$ cat config.mk
export PLATFORM = sky130hd
export DESIGN_NAME = fixed_power
export DESIGN_NICKNAME = d
export VERILOG_FILES = /design/src/rtl/fixed_pkg.sv /design/src/rtl/fx_mul_q10.sv /design/src/rtl/fixed_power.sv
export SDC_FILE = /design/constraint.sdc
export NUM_CORES = 1
export LEC_CHECK = 0
export BUFFER_PORTS_ARGS = -buffer_cell sky130_fd_sc_hd__buf_2
export CAP_MARGIN = 15
export CORE_MARGIN = 2
export CORE_UTILIZATION = 40
export DETAILED_ROUTE_END_ITERATION = 10
export GPL_TIMING_DRIVEN = 1
export SLEW_MARGIN = 10
export SYNTH_ARGS = -nofsm -noshare
export SYNTH_HDL_FRONTEND = slang
export SYNTH_SLANG_ARGS = --single-unit
$ cat constraint.sdc
create_clock -name clk -period 21.8 [get_ports clk]
set_clock_uncertainty 0.1 [all_clocks]
set_input_delay 2.18 -clock clk [delete_from_list [all_inputs] [get_ports clk]]
set_output_delay 2.18 -clock clk [all_outputs]
set_load 0.03 [all_outputs]
$ cat src/rtl/fixed_pkg.sv
// Shared Q10.10 constants and FSM encoding for the fixed-point power/root blocks.
package fixed_pkg;

    localparam int          FRAC_BITS = 10;
    localparam logic [19:0] Q_ONE     = 20'h00400;
    localparam logic [19:0] Q_MAX     = 20'hFFFFF;

    typedef enum logic [1:0] {
        ST_IDLE = 2'd0,
        ST_CALC = 2'd1,
        ST_OUT  = 2'd2
    } state_t;

endpackage

$ cat src/rtl/fx_mul_q10.sv
// Unsigned fixed-point multiply: truncates the fraction and saturates to all-ones
// when the integer part no longer fits.
module fx_mul_q10 #(
    parameter int INT_BITS  = 10,
    parameter int FRAC_BITS = 10,
    localparam int W        = INT_BITS + FRAC_BITS
) (
    input  logic [W-1:0] a,
    input  logic [W-1:0] b,
    output logic [W-1:0] p,
    output logic         sat
);

    logic [2*W-1:0] prod;

    assign prod = a * b;
    assign sat  = (prod >> FRAC_BITS) >= ((2*W)'(1) << W);
    assign p    = sat ? {W{1'b1}} : W'(prod >> FRAC_BITS);

endmodule

$ cat src/rtl/fixed_power.sv
// base^n for an unsigned fixed-point base and small integer exponent, one
// multiply per cycle through a single shared multiplier.
module fixed_power
    import fixed_pkg::state_t, fixed_pkg::ST_IDLE, fixed_pkg::ST_CALC, fixed_pkg::ST_OUT;
#(
    parameter int INT_BITS  = 10,
    parameter int FRAC_BITS = 10,
    parameter int EXP_W     = 3,
    localparam int W        = INT_BITS + FRAC_BITS
) (
    input  logic             clk,
    input  logic             rst_n,
    input  logic             in_valid,
    input  logic [W-1:0]     in_data_1,
    input  logic [EXP_W-1:0] in_data_2,
    output logic             out_valid,
    output logic [W-1:0]     out_data,
    output logic             out_ovf
);

    localparam logic [W-1:0] ONE = W'(1) << FRAC_BITS;

    state_t             state_q, state_d;
    logic [W-1:0]       acc_q, acc_d;
    logic [W-1:0]       base_q, base_d;
    logic [EXP_W-1:0]   cnt_q, cnt_d;
    logic               ovf_q, ovf_d;
    logic               out_valid_q, out_valid_d;
    logic [W-1:0]       out_data_q, out_data_d;
    logic               out_ovf_q, out_ovf_d;

    logic [W-1:0]       mul_p;
    logic               mul_sat;

    fx_mul_q10 #(
        .INT_BITS  (INT_BITS),
        .FRAC_BITS (FRAC_BITS)
    ) u_mul (
        .a   (acc_q),
        .b   (base_q),
        .p   (mul_p),
        .sat (mul_sat)
    );

    always_comb begin
        state_d     = state_q;
        acc_d       = acc_q;
        base_d      = base_q;
        cnt_d       = cnt_q;
        ovf_d       = ovf_q;
        out_valid_d = 1'b0;
        out_data_d  = '0;
        out_ovf_d   = 1'b0;
        case (state_q)
            ST_IDLE: begin
                if (in_valid) begin
                    base_d  = in_data_1;
                    acc_d   = (in_data_2 == '0) ? ONE : in_data_1;
                    cnt_d   = in_data_2;
                    ovf_d   = 1'b0;
                    state_d = (in_data_2 <= EXP_W'(1)) ? ST_OUT : ST_CALC;
                end
            end
            ST_CALC: begin
                // Saturation is sticky: a saturated accumulator times a base
                // below 1.0 must not fall back into range.
                acc_d = ovf_q ? {W{1'b1}} : mul_p;
                ovf_d = ovf_q | mul_sat;
                cnt_d = cnt_q - 1'b1;
                if (cnt_q == EXP_W'(2)) state_d = ST_OUT;
            end
            ST_OUT: begin
                out_valid_d = 1'b1;
                out_data_d  = acc_q;
                out_ovf_d   = ovf_q;
                state_d     = ST_IDLE;
            end
            default: state_d = ST_IDLE;
        endcase
    end

    always_ff @(posedge clk or negedge rst_n) begin
        if (!rst_n) begin
            state_q     <= ST_IDLE;
            acc_q       <= '0;
            base_q      <= '0;
            cnt_q       <= '0;
            ovf_q       <= 1'b0;
            out_valid_q <= 1'b0;
            out_data_q  <= '0;
            out_ovf_q   <= 1'b0;
        end else begin
            state_q     <= state_d;
            acc_q       <= acc_d;
            base_q      <= base_d;
            cnt_q       <= cnt_d;
            ovf_q       <= ovf_d;
            out_valid_q <= out_valid_d;
            out_data_q  <= out_data_d;
            out_ovf_q   <= out_ovf_d;
        end
    end

    assign out_valid = out_valid_q;
    assign out_data  = out_data_q;
    assign out_ovf   = out_ovf_q;

endmodule
# --- After elaboration in Yosys (flattened, before gate mapping) ---
# Index checks and enable logic that the tools add are counted.
word_totals:
  regBits: 68
  latchBits: 0
  mem_bits_rw: 0
  rom_bits: 0
  inputBits: 26
  output_inout_bits: 22
  wordCells: 40
  n_memories: 0
classes:
  addsub: 1
  mul: 1
  n_div: 0
  order_cmp: 2
  eq_ne: 5
  shifts: 0
  muxes: 16
  bitwise_logic: 1
  n_reduce_logical: 6
op_table:
  columns: ["operator", "n"]
  rows:
  - ["$mux 20", 5]
  - ["$mul 20x20->40", 1]
  - ["$pmux 20 s2", 1]
  - ["$ge 30x21->1 const B", 1]
  - ["$mux 2", 3]
  - ["$pmux 3 s2", 1]
  - ["$reduce_and 2->1", 3]
  - ["$ne 2x2->1 const B", 2]
  - ["$pmux 2 s2", 1]
  - ["$eq 3x2->1 const B", 1]
  - ["$le 3x1->1 const B", 1]
  - ["$logic_not 3->1", 1]
  - ["$mux 1", 3]
  - ["$mux 3", 1]
  - ["$sub 3x1->3 const B", 1]
  - ["$eq 2x1->1 const B", 1]
  - ["$eq 2x2->1 const B", 1]
  - ["$logic_not 2->1", 1]
  - ["$pmux 1 s2", 1]
  - ["$reduce_bool 2->1", 1]
  - ["$or 1x1->1", 1]

# --- Depth between registers and ports, before layout ---
# Gate-level depths: netlist of run 1.
logic_depth:
  depth_word: 5
  mapped_depth: 27
  ltp_nobuf: 24

# --- By module ---
# Synthesis of run 1 repeated with hierarchy kept, for this count alone.
unflattened:
  hier_cells: 1717
  hier_area_um2: 16116.7
by_module_without_submodules:
  columns: ["module", "instances", "cells_per_inst", "area_per_inst_um2", "seq_area_each_um2"]
  rows:
  - ["fx_mul_q10", 1, 1504, 13424.1, 0.0]
  - ["fixed_power", 1, 213, 2692.6, 1701.6]

# --- Least setup slack after synthesis of run 1 ---
# OpenSTA, ideal clock, no wires.
synth_timing:
  kind: "reg2reg"
  start: "reg acc_q[14]"
  end: "reg acc_q[17]"
  setup_ns: 0.124
  arrival_time_ns: 6.836
  t_required_ns: 21.576
  setup_slack_ns: 14.740
  path_stages_with_launch: 23
  n_path_buf: 3
  synth_period_minus_slack_ns: 7.060
  cell_sequence: "dfrtp_1 > clkbuf_1 > nand2_1 > fa_1 > fa_1 > fa_1 > inv_1 > fa_1 > fa_1 > fa_1 > fa_1 > ha_1 > clkbuf_1 > a21o_1 > a31o_2 > o2bb2ai_1 > o31ai_1 > o2111ai_1 > or4_1 > a2111o_1 > nor4_4 > buf_6 > a21oi_2"
synth_between:
  elab_chain_len: 5
synth_rtl:
  columns: ["item", "line", "rtl"]
  rows:
  - ["start: declaration", "fixed_power.sv:24", "logic [W-1:0] acc_q, acc_d;"]
  - ["start signal: assignment", "fixed_power.sv:85", "acc_q <= '0;"]
  - ["start signal: assignment", "fixed_power.sv:94", "acc_q <= acc_d;"]
  - ["$mul 20x20->40 (*)", "fx_mul_q10.sv:16", "assign prod = a * b;"]
  - ["$ge 30x21->1", "fx_mul_q10.sv:17", "assign sat = (prod >> FRAC_BITS) >= ((2*W)'(1) << W);"]
  - ["$mux 20 (*)", "fx_mul_q10.sv:18", "assign p = sat ? {W{1'b1}} : W'(prod >> FRAC_BITS);"]
  - ["$mux 20 (*)", "fixed_power.sv:67", "acc_d = ovf_q ? {W{1'b1}} : mul_p;"]
  - ["$pmux 20 s2 (*)", "fixed_power.sv:54", "case (state_q)"]
# Every way passes the cells marked *; elsewhere a longest branch is shown, timed or not.
# A chain may end at the register's enable or synchronous reset.

# --- Worst setup path after layout of run 1 ---
layout_timing:
  start: "reg acc_q[12]"
  end: "reg acc_q[17]"
# The elaborated chain is that of the path after synthesis.

==> results by group, run 1 <==
Run status
  • Outcome: completed

Worst hold path
  • Hold Crit Class: flip-flop to flip-flop
  • Hold Path Stages: 1

Setup path
  • Worst Path Class, Setup: flip-flop to flip-flop
  • Startpoint Class: flip-flop
  • Worst Reg-to-Reg Cells: 21
  • Critical path fanouts, max: 22
  • Arrival time worst endpoint: 8.87 ns
  • Crit. End Element: flip-flop
  • Req. time, crit path: ~22 ns

Clock tree
  • Clk_lat worst skew: 0.35 ns
  • Clock Tree Buf Depth: 2
  • Root Driver: clkbuf_16
  • CTS tree: yes
  • Num CTS Buffers: 9
  • CTS H-tree lvls: 3
  • TritonCTS Sinks: 68
  • Cts hold-fix bufs: 0
  • Reg clk slew, reported paths: 0.06 ns
  • PostCTS Resize Cnt: 0
  • Post-CTS Setup Bufs: 0

Die
  • Die height: 206 um
  • Chip Width: 206 um
  • # IOs: 48
  • Site Rows: between 70 and 80
  • Full die area: 0.0426 mm2
  • Initial Util: 40.3%
  • Total core area: 0.0406 mm2

Yosys
  • Yosys cell types: 63
  • Yosys warning count: 0
  • Syn nets: ~2.3k
  • Cells after Synth: 1,788
  • Primary FF master, synth: dfrtp_1
  • Mapped Avg Cell Area: 9.16 um2
  • Async SR Flop Fraction: 100%
  • Seq/Total Area, Yosys: 10.4%
  • Cell Area, Synth: roughly 0.016 mm2
  • Number of synthesized flops with an enable pin: 0
  • Flops & latches, synth: 68

STA
  • RSZ-0062 raised after global routing: false
  • Period utilization: 40.1%
  • Max Slew Vio Count: 0
  • Post-route setup TNS: 0 ns
  • Rel. slew slack: 22.4%
  • Measured slew at the worst slew-check pin: between 1 and 1.5 ns
  • Min Clock Period, post-route: 8.74 ns
  • Maximum clock frequency: 114 MHz
  • Final Setup Violations: 0
  • Hold Vio Cnt, Final: 0

Final layout
  • Layout area overhead: 5.33%
  • Final #Nets: approximately 2.2k
  • Layout cells sized above 1: under 10%

GRT
  • First-pass GRT wire length: around 75,000 um
  • Antenna violations before repair: 0
  • Number of global-route vias before repair: 13.0k
  • GR Overflow Total: 0
  • Largest net degree at the start of global routing: between 60 and 70
  • Global-route usage over all layers: a little under a quarter

Detailed routing
  • Drt wl/cell: 20.1 um
  • Final WL: 45,900 um
  • # DRC: 0
  • DRT iter0 DRCs: 733
  • Via/cell ratio: roughly 5.3
  • DR pass1 iterations: 7
  • Vias: 12.1k
  • Post-route ant nets: 0

Placed design
  • Post-DP HPWL: 35,500 um
  • PortBufs: 47
  • Gpl congestion: 0.930

Flow run
  • Maxcap violations: 0
synth_stat cells (all sizes together) (20+ instances only):
cell,instances,area [um2]
fa,319,6390
nand2,239,897
a21oi,66,405
clkbuf,110,413
ha,150,1880
nor2,32,120
nor2b,23,144
inv,266,998
o22ai,20,125
dfrtp,68,1700
o21ai,24,120
and2,276,1730
kinds of logic after synthesis:
| logic type | count (synthesis) | synth area share [%] |
|---|---|---|
| adder cells (fa/ha/maj) | 469 | 50.5 |
| AO/OA/AOI/OAI | 173 | 7.11 |
| multiplexers | 1 | 0.0611 |
| XOR/XNOR | 28 | 1.50 |
| AND/OR/NAND/NOR | 665 | 21.5 |
| flip-flops | 68 | 10.4 |
| buffers and inverters | 384 | 8.98 |
final timing paths:
kind | from | to | slack [ns]
min in group asynchronous | rst_n | out_valid | 1.85
min reg2reg | cnt_q[2] | cnt_q[2] | 0.43
min | cnt_q[2] | cnt_q[2] | 0.43
max reg2reg | acc_q[12] | acc_q[17] | 13.06
max in group asynchronous | rst_n | out_data[13] | 19.07
max | acc_q[12] | acc_q[17] | 13.06
per-layer routing:
| metal | up-vias | GRT usage, % | wire [um] |
|---|---|---|---|
| met2 | 331 | 38.3 | 22200 |
| met4 | 0 | 6.17 | 1160 |
| met1 | 6299 | 32.0 | 20500 |
| met3 | 49 | 2.78 | 2120 |
| met5 | - | 0 | 0 |
| li1 | 5449 | - | - |
state kept, by name, indices dropped and copies added (netlist names):
| name | count |
|---|---|
| state_q | 2 |
| out_ovf | 1 |
| out_valid | 1 |
| cnt_q | 3 |
| out_data | 20 |
| ovf_q | 1 |
| acc_q | 20 |
| base_q | 20 |
critical path: stages, from the launching register on:
cell and delay [ns]:
dfrtp_1 1.11, and2_1 0.27, fa_1 0.44, fa_1 0.56, inv_1 0.05, fa_1 0.49
inv_1 0.05, fa_1 0.56, fa_1 0.45, fa_1 0.54, fa_1 0.44, ha_1 0.38
a21o_1 0.21, a31o_2 0.26, o2bb2ai_1 0.16, o31ai_1 0.25, o2111ai_1 0.13, or4_1 0.54
a2111o_1 0.35, nor4_4 0.80, buf_4 0.38, a21oi_2 0.08
final cells by class:
class	instances	area, um2
diodes	1	2.50
clock buffers	11	243
clock inverters	5	60.1
fillers	3994	23400
inverters	266	998
multi-input cells	1336	13200
flip-flops and latches	68	1700
well taps	532	666
repair buffers	64	365
placed cells by master (no fill, tap or decap), types with 8 or more instances in the layout:
master / n
clkbuf_16: 9
nor3_1: 8
ha_1: 150
a21oi_1: 46
o22ai_1: 20
xor2_1: 9
and2_1: 276
nor2b_1: 23
nand4_1: 18
o21ai_0: 22
buf_2: 46
fa_1: 319
inv_1: 266
nand3_1: 16
a31oi_1: 9
dfrtp_1: 68
nand2_1: 239
nor2_1: 31
a21o_1: 13
a21oi_2: 20
xnor2_1: 19
buf_4: 18
through the flow:
stage	utilization (%)	worst slack, ns	area (um2)	instances	hold WS [ns]
after floorplan	-	14.74	16400	1788	0.388
after global placement	41.7	13.08	16900	2266	0.410
after detailed placement	41.7	13.06	16900	2266	0.418
after CTS	42.4	13.01	17200	2282	0.429
after global routing	42.4	12.68	17200	2282	0.459
final	42.4	13.06	17200	2283	0.428
Power of run 1 is not shown: default switching activity piles up to over one toggle a cycle in this logic, so the estimate is an artifact.
==> run 2, diff against run 1 <==
clock period = 9 ns   (was 21.8 ns; I/O delays follow)
==> results by group, run 2 (synthesis gave the netlist of run 1 again) <==
Detailed routing
  • Drt wl/cell: 20.4 um (+1.4%)
  • DR pass1 iterations: 6 (-1)
  • Post-route ant nets: 0 (unchanged)
  • Final WL: 46,600 um (+1.5%)
  • DRT iter0 DRCs: 795 (+8.5%)
  • Via/cell ratio: 5.31 (about the same)
  • # DRC: 0 (unchanged)
  • Vias: 12.1k (+0.0082%)

Setup path
  • Arrival time worst endpoint: 8.44 ns (-0.43 ns)
  • Most used cell, CP: fa_1
  • Critical path cell sequence: and2_1 -> fa_1 -> fa_1 -> inv_1 -> fa_1 -> inv_1 -> fa_1 -> fa_1 -> fa_1 -> fa_1 -> ha_1 -> nand3_1 -> or3_1 -> a2bb2oi_1 -> nand2_1 -> a211oi_1 -> or4_1 -> a2111o_1 -> nor4_4 -> buf_4 -> a21oi_2
  • Crit. End Element: flip-flop
  • Crit path max-delay cell type: dfrtp_1
  • Startpoint Class: flip-flop
  • CP peak stage delay: 1.15 ns (+0.04 ns)
  • Worst Path Class, Setup: flip-flop to flip-flop
  • Req. time, crit path: 9.13 ns (-12.80 ns)
  • Critical path fanouts, max: 21 (-4.5%)

Final layout
  • Most frequent cells in the layout: 319 x fa_1, 276 x and2_1, 266 x inv_1, 239 x nand2_1, 150 x ha_1
  • Commonest non-fill, non-tap cell in the layout: fa_1
  • Layout area overhead: 5.54%
  • Layout Cells excl Fill: 2,285 (+0.088%)
  • Layout cells sized above 1: 6.68% (+0.16 points)
  • Filler instances: 3,986 (-0.20%)
  • Footprint of the multi-input gates: 0.0132 mm2 (unchanged)
  • Final #Nets: 2,243 (+0.13%)
  • FF+latch area: 0.00170 mm2 (unchanged)

Die
  • Total core area: 0.0406 mm2 (unchanged)
  • Die height: 206 um (unchanged)
  • # IOs: 48 (unchanged)
  • Initial Util: 40.3% (unchanged)
  • Full die area: 0.0426 mm2 (unchanged)
  • Site Rows: 74 (unchanged)
  • Chip Width: 206 um (unchanged)

STA
  • Measured slew at the worst slew-check pin: 1.23 ns (+0.0682 ns)
  • Min Clock Period, post-route: 8.31 ns (-0.429 ns)
  • Max Slew Vio Count: 0 (unchanged)
  • Rel. slew slack: 17.9% (-4.5 points)
  • RSZ-0062 raised after global routing: false
  • Hold Vio Cnt, Final: 0 (unchanged)
  • Final Setup Violations: 0 (unchanged)
  • Post-route setup TNS: 0 ns (unchanged)
  • Maximum clock frequency: 120 MHz (+5.2%)
  • Period utilization: 92.4% (+52 points)
  • Worst setup margin: 0.688 ns (-12.37 ns)

Clock tree
  • TritonCTS Sinks: 68 (unchanged)
  • CTS tree: yes
  • Num CTS Buffers: 9 (unchanged)
  • Clk_lat worst skew: 0.35 ns (about the same)
  • CTS H-tree lvls: 3 (unchanged)
  • Clock Tree Buf Depth: 2 (unchanged)
  • Root Driver: clkbuf_16
  • PostCTS Resize Cnt: 0 (unchanged)
  • Cts hold-fix bufs: 0 (unchanged)
  • Reg clk slew, reported paths: 0.06 ns (about the same)
  • Post-CTS Setup Bufs: 0 (unchanged)

Flow run
  • Maxcap violations: 0 (unchanged)

GRT
  • Largest net degree at the start of global routing: 69 (unchanged)
  • GR Overflow Total: 0 (unchanged)
  • Antenna violations before repair: 1 (+1)
  • Global-route usage over all layers: 23.5% (+0.42 points)
  • Number of global-route vias before repair: 13.2k (+1.5%)
  • First-pass GRT wire length: 75,500 um (+1.2%)

Placed design
  • Placed insts: 2,269 (+0.13%)
  • Gpl congestion: 0.928 (-0.20%)
  • Post-DP HPWL: 36,500 um (+2.9%)
  • Pre-CTS WS: 0.786 ns (-12.28 ns)
  • PortBufs: 47 (unchanged)

Worst hold path
  • Hold Crit Class: flip-flop to flip-flop

Run status
  • Outcome: completed
-- run 2: cell count changes in the layout (fill, tap and decap cells not counted), sizes merged --
cell | previous run | this run
buf | 64 | 67
bufinv | 1 | 2
clkbuf | 11 | 9
clkinv | 2 | 3
inv | 267 | 266
-- run 2: layout make-up --
cell class              count  share of cell area [%]
clock inverters             6                   0.521
diodes                      1                  0.0145
flip-flops and latches     68                    9.85
inverters                 266                    5.78
multi-input cells        1336                    76.4
clock buffers               9                    1.30
repair buffers             67                    2.24
well taps                 532                    3.85
-- run 2: worst paths after layout --
kind                             from         end  slack, ns  depth (start not counted)
min in group asynchronous       rst_n  state_q[1]       0.60                          1
min reg2reg                  cnt_q[2]    cnt_q[2]       0.42                          1
max in group asynchronous       rst_n   acc_q[10]       7.55                          1
min                          cnt_q[2]    cnt_q[2]       0.42                          1
max                        base_q[10]   acc_q[18]       0.69                         21
max reg2reg                base_q[10]   acc_q[18]       0.69                         21
-- run 2: per-layer routing --
metal	track usage (%)	wire (um)	up-vias
li1	-	-	5448
met1	31.6	20400	6286
met2	39.2	22600	335
met3	3.96	2420	60
met4	6.63	1230	0
met5	0	0	-
-- run 2: critical path: cells and delay by family (launching register included) --
| kind | cells | cell delay (ns) |
|---|---|---|
| DFF | 1 | 1.15 |
| and+or+nand+nor | 6 | 1.73 |
| adders and majority gates | 8 | 3.89 |
| AOI/OAI and AO/OA | 4 | 0.76 |
| buffers and inverters | 3 | 0.49 |
-- run 2: through the flow --
stage | hold WS [ns] | cell area, um2 | util (%)
floorplan | 0.388 | 16400 | -
global placement | 0.409 | 17000 | 41.7
detailed placement | 0.413 | 17000 | 41.7
CTS | 0.427 | 17300 | 42.5
global route | 0.451 | 17300 | 42.5
finish | 0.424 | 17300 | 42.5
Power of run 2 is left out for the same reason.
